### config.mk
export PLATFORM = sky130hd
export DESIGN_NAME = fifo_ecc_rd_ctrl
export DESIGN_NICKNAME = d
export VERILOG_FILES = /design/src/rtl/fifo_ecc_rd_ctrl.sv
export SDC_FILE = /design/constraint.sdc
export NUM_CORES = 1
export LEC_CHECK = 0
export BUFFER_PORTS_ARGS = -buffer_cell sky130_fd_sc_hd__buf_4
export CAP_MARGIN = 20
export CORE_MARGIN = 5
export CORE_UTILIZATION = 55
export CTS_CLUSTER_SIZE = 8
export DETAILED_ROUTE_END_ITERATION = 6
export PLACE_DENSITY = 0.78
export SLEW_MARGIN = 40
export SYNTH_ARGS = -nofsm -noshare
export SYNTH_HDL_FRONTEND = slang
export SYNTH_SLANG_ARGS = --single-unit
### constraint.sdc
create_clock -name clk -period 3.2 [get_ports clk]
set_clock_uncertainty 0.05 [all_clocks]
set_input_delay 0.8 -clock clk [delete_from_list [all_inputs] [get_ports clk]]
set_output_delay 0.8 -clock clk [all_outputs]
set_load 0.02 [all_outputs]
### src/rtl/fifo_ecc_rd_ctrl.sv
// rtl/fifo_ecc_rd_ctrl.sv - ECC FIFO read controller with credit-based 3-entry output buffer
// Drains the ECC FIFO into a small skid buffer, counts SEC/DED events, halts on DED if asked.
`timescale 1ns/1ps
module fifo_ecc_rd_ctrl (
  input  logic        clk,
  input  logic        rst_n,
  input  logic        enable,
  input  logic        halt_on_ded,
  input  logic        clr_status,
  input  logic        fifo_empty,
  output logic        fifo_rd_en,
  input  logic [31:0] fifo_dout,
  input  logic        fifo_dout_valid,
  input  logic        fifo_sec_err,
  input  logic        fifo_ded_err,
  output logic        m_valid,
  output logic [31:0] m_data,
  output logic        m_err,
  input  logic        m_ready,
  output logic [15:0] sec_cnt,
  output logic [15:0] ded_cnt,
  output logic        halted
);

  localparam logic [1:0] IDLE  = 2'd0;
  localparam logic [1:0] RUN   = 2'd1;
  localparam logic [1:0] DRAIN = 2'd2;
  localparam logic [1:0] HALT  = 2'd3;

  logic [1:0]  state, state_nxt;
  logic        iss0, iss1;
  logic [1:0]  occ, wr_ptr, rd_ptr;
  logic [32:0] ob_mem [3];
  logic        push, pop, sec_evt, ded_evt, halt_evt;
  logic [1:0]  inflight;
  logic [2:0]  credits_used;

  function automatic logic [1:0] ptr_inc(input logic [1:0] p);
    return (p == 2'd2) ? 2'd0 : p + 2'd1;
  endfunction

  // A return is only accepted in the slot of a read we actually issued.
  assign push     = iss1 & fifo_dout_valid;
  assign pop      = m_valid & m_ready;
  assign sec_evt  = push & fifo_sec_err & ~fifo_ded_err;
  assign ded_evt  = push & fifo_ded_err;
  assign halt_evt = ded_evt & halt_on_ded;

  assign inflight     = {1'b0, iss0} + {1'b0, iss1};
  assign credits_used = {1'b0, occ} + {1'b0, inflight};

  // Registered occupancy only: a word popped this cycle frees its credit next cycle.
  assign fifo_rd_en = (state == RUN) & ~fifo_empty & (credits_used < 3'd3);

  assign m_valid         = (occ != 2'd0);
  assign {m_err, m_data} = ob_mem[rd_ptr];

  always_comb begin
    state_nxt = state;
    case (state)
      IDLE:    if (enable) state_nxt = RUN;
      RUN: begin
        if (halt_evt)     state_nxt = HALT;
        else if (!enable) state_nxt = DRAIN;
      end
      DRAIN: begin
        if (halt_evt)              state_nxt = HALT;
        else if (inflight == 2'd0) state_nxt = IDLE;
        else if (enable)           state_nxt = RUN;
      end
      HALT:    if (clr_status) state_nxt = IDLE;
      default: state_nxt = IDLE;
    endcase
  end

  always_ff @(posedge clk or negedge rst_n) begin
    if (!rst_n) begin
      state   <= IDLE;
      halted  <= 1'b0;
      iss0    <= 1'b0;
      iss1    <= 1'b0;
      occ     <= 2'd0;
      wr_ptr  <= 2'd0;
      rd_ptr  <= 2'd0;
      sec_cnt <= 16'd0;
      ded_cnt <= 16'd0;
    end else begin
      state  <= state_nxt;
      halted <= (state_nxt == HALT);
      iss0   <= fifo_rd_en;
      iss1   <= iss0;
      if (push) wr_ptr <= ptr_inc(wr_ptr);
      if (pop)  rd_ptr <= ptr_inc(rd_ptr);
      case ({push, pop})
        2'b10:   occ <= occ + 2'd1;
        2'b01:   occ <= occ - 2'd1;
        default: occ <= occ;
      endcase
      if (clr_status)
        sec_cnt <= {15'd0, sec_evt};
      else if (sec_evt && sec_cnt != 16'hFFFF)
        sec_cnt <= sec_cnt + 16'd1;
      if (clr_status)
        ded_cnt <= {15'd0, ded_evt};
      else if (ded_evt && ded_cnt != 16'hFFFF)
        ded_cnt <= ded_cnt + 16'd1;
    end
  end

  // Storage is cleared on reset so the head word reads as zero when empty after reset.
  always_ff @(posedge clk or negedge rst_n) begin
    if (!rst_n) begin
      for (int i = 0; i < 3; i++) ob_mem[i] <= 33'd0;
    end else if (push) begin
      ob_mem[wr_ptr] <= {fifo_ded_err, fifo_dout};
    end
  end

endmodule

==> metrics.md <==
| Metric | Value |
|---|---|
| Fin Hold WS | `approximately 0.17 ns` |
| I/O Buffers | `~110` |
| Syn Nets | `621` |
| Multi-input gate area | `0.00304 mm²` |
| Vias per inst | `~5.9` |
| Max clock buf depth | `2` |
| Crit path largest cell delay | `0.50 ns` |
| Min Tclk post-route | `3.21 ns` |
| Cells after Synth | `572` |
| Commonest non-fill, non-tap cell in the layout | `dfrtp_1` |
| GR Util All Layers | `0.220` |
| Global-route wire length before repair | `25.5 mm` |
| Post-route DRC | `0` |
| Nets | `approximately 730` |
| Largest net degree at the start of global routing | `80` |
| CP max stage cell | `fa_1` |
| FF+latch area | `approximately 0.0036 mm²` |
| Sequential fraction of design power | `0.354` |
| WL per Instance | `18.3 µm` |
| Yosys warns | `0` |
| Antenna fix cells | `0` |
| DIE AREA | `between 0.01 and 0.015 mm²` |
| Die X | `approximately 120 µm` |
| Layout cell share with drive strength beyond 1 | `0.399` |
| WP buf/inv | `2` |
| Gr ovfl total | `0` |
| DP HPWL | `between 9 and 10 mm` |
| Power after layout | `7820 µW` |
| Post-synth top area share | `0.531` |
| Psw | `2580 µW` |
| Synthesized area | `0.00669 mm²` |
| H-tree levels | `4` |
| CTS Buf Count | `17` |
| P_int | `5230 µW` |
| Fillers | `820` |
| Post-Route Setup TNS | `-0.00833 ns` |
| Final ANT Viol Nets | `0` |
| Clock Latency Late Sink | `0.42 ns` |
| Hold Fails Final Rpt | `0` |
| Clock share of power | `0.278` |
| Placed cell area | `around 0.0077 mm²` |
| LEAKAGE | `just under 0.004 µW` |
| Reg2reg setup slack | `1.01 ns` |
| RSZ-0062 raised after global routing | `yes` |
| Cell mode on critical path | `ha_4` |
| Crit share post-route | `1.00` |
| CTS sink cnt | `142` |
| Post-synthesis sequential area ratio | `0.531` |
| Core ar. | `about 0.012 mm²` |
| Number of max-cap violations | `0` |
| Worst Max-Slew Pin Slew | `0.762 ns` |
| Power Dens Cells | `~930 mW/mm²` |
| Antenna violations before repair | `0` |
| Hold/Removal Path Class | `in2async` |
| Gate power share | `0.369` |
| Clk root buf | `clkbuf_16` |
| Max VDD drop | `between 0.6 and 0.7 mV` |
| Status | `finished, violations left` |
| CP arrival | `~2.4 ns` |
| Final instance area | `0.00845 mm²` |
| Final Slew Violations | `0` |
| Synth cell types | `49` |
| Number of global-route vias before repair | `just over 5k` |
| Failing checks | `negative setup slack` |
| Synth area leader | `dfrtp_1` |
| Area delta synth->final | `26.2%` |
| Ys async rst share | `1.00` |
| WP data required | `about 2.4 ns` |
| Relative slew slack | `0.487` |
| Type of origin of the critical path | `flop` |
| Endpoints failing setup | `1` |
| EDFF count, synth | `0` |
| Top Ports | `110` |
| DR pass1 iterations | `5` |
| Peak Freq | `just over 0.3 GHz` |
| Top post-synthesis cells by area | `dfrtp_1 (53%), mux2_2 (18%), mux2i_1 (5.2%), o21ai_0 (3.4%), nand2_1 (3.0%)` |
| RePlAce Congestion | `0.861` |
| CP Max Fanout | `3` |
| Via Count | `5006` |
| CTS tree | `done` |
| CP delay by family, top | `adder cells` |
| Synth Flop Type | `dfrtp_1` |
| CP endpoint kind | `output port` |
| Worst-path clk slew | `approximately 0.060 ns` |
| Syn avg cell area | `11.7 µm²` |
| Die span in y | `between 100 and 150 µm` |
| Commonest non-fill, non-tap cells in the layout | `dfrtp_1 (140), buf_4 (119), mux2_2 (106)` |
| Switch share | `0.330` |
| CP Class | `reg2out` |
| Final worst slack | `-0.00833 ns` |
| #FFs+latches synth | `142` |
| DR iter-0 viols | `451` |
| WL final | `roughly 15 mm` |
| Critical Path, Cell by Cell | `inv_1 > ha_4 > ha_4 > fa_1 > a2111oi_4 > buf_4` |
| Hold_buf cts | `0` |
| Cell Rows | `40` |
| Starting Density | `0.560` |
==> final timing paths <==
| check | from | end | cells past startpoint |
|---|---|---|---|
| setup / recovery | iss0$_DFF_PN0_ | fifo_rd_en | 6 |
| hold / removal | rst_n | ded_cnt[10]$_DFFE_PN0P_ | 1 |
| setup reg to reg | ded_cnt[0]$_DFFE_PN0P_ | ded_cnt[1]$_DFFE_PN0P_ | 6 |
| hold reg to reg | iss0$_DFF_PN0_ | iss1$_DFF_PN0_ | 0 |
| max in group asynchronous | rst_n | ob_mem[5]$_DFFE_PN0P_ | 3 |
| min in group clk | iss0$_DFF_PN0_ | iss1$_DFF_PN0_ | 0 |
==> through the flow <==
step	setup slack, ns	std cells	util
6_report	-0.00833	844	0.706
5_1_grt	-0.111	844	0.706
4_1_cts	0.0208	843	0.701
3_5_place_dp	0.227	810	0.644
3_3_place_gp	0.307	810	0.644
2_1_floorplan	0.0630	572	-
==> synth_stat cells, drive strengths merged, types with 6 or more instances <==
| cell | number |
|---|---|
| nor4 | 10 |
| nand4 | 8 |
| o21ai | 45 |
| nor2 | 19 |
| buf | 11 |
| or3 | 10 |
| a21oi | 19 |
| nand3 | 12 |
| o31ai | 10 |
| mux2i | 35 |
| inv | 11 |
| nand2 | 54 |
| or4 | 11 |
| mux2 | 106 |
| dfrtp | 142 |
| ha | 6 |
| clkbuf | 18 |
| nor2b | 6 |
==> power by group through the flow <==
stage / clock network (µW) / registers, µW / logic, µW
floorplan: 0 / 2680 / 1790
global placement: 0 / 2730 / 2710
detailed placement: 0 / 2780 / 2790
CTS: 2210 / 2750 / 2870
global route: 2300 / 2830 / 3120
finish: 2170 / 2760 / 2880
==> final cells by class <==
class | instances | area share
tap | 147 | 0.0218
inverter | 11 | 0.00489
multi-input combinational | 389 | 0.360
clock inverter | 11 | 0.0221
clock buffer | 21 | 0.0557
timing repair buffer | 123 | 0.115
sequential | 142 | 0.421
==> cell families (layout without fill, tap and decap cells) <==
logic type,after synthesis,count (layout),synth area share
AO/OA/AOI/OAI,86,86,0.0731
XOR/XNOR,3,3,0.00393
adder cells (fa/ha/maj),7,7,0.0142
buffers and inverters,41,166,0.0256
flip-flops,142,142,0.531
multiplexers,141,141,0.231
AND/OR/NAND/NOR,152,152,0.122
==> flip-flops by register name (all words and copies together) (netlist names) <==
signal   flops
ob_mem      99
ded_cnt     16
sec_cnt     16
occ          2
rd_ptr       2
state        2
wr_ptr       2
halted       1
iss0         1
iss1         1
==> layer usage <==
metal,share of wire,GRT usage,vias to the layer above
met5,0,0,-
met4,0.014,0.0779,0
met3,0.062,0.0641,16
met2,0.51,0.372,140
met1,0.41,0.271,2532
li1,-,-,2318
==> what timing repair did <==
item | in CTS | in global routing
setup buffers | 1 | 0
endpoints found under the setup margin | 1 | 1
pin swaps | 1 | 3
resized for setup | 3 | 4
hold endpoints to repair | 0 | 0
cloned | 0 | 0
No activity file was read; power rests on OpenSTA's default activity.
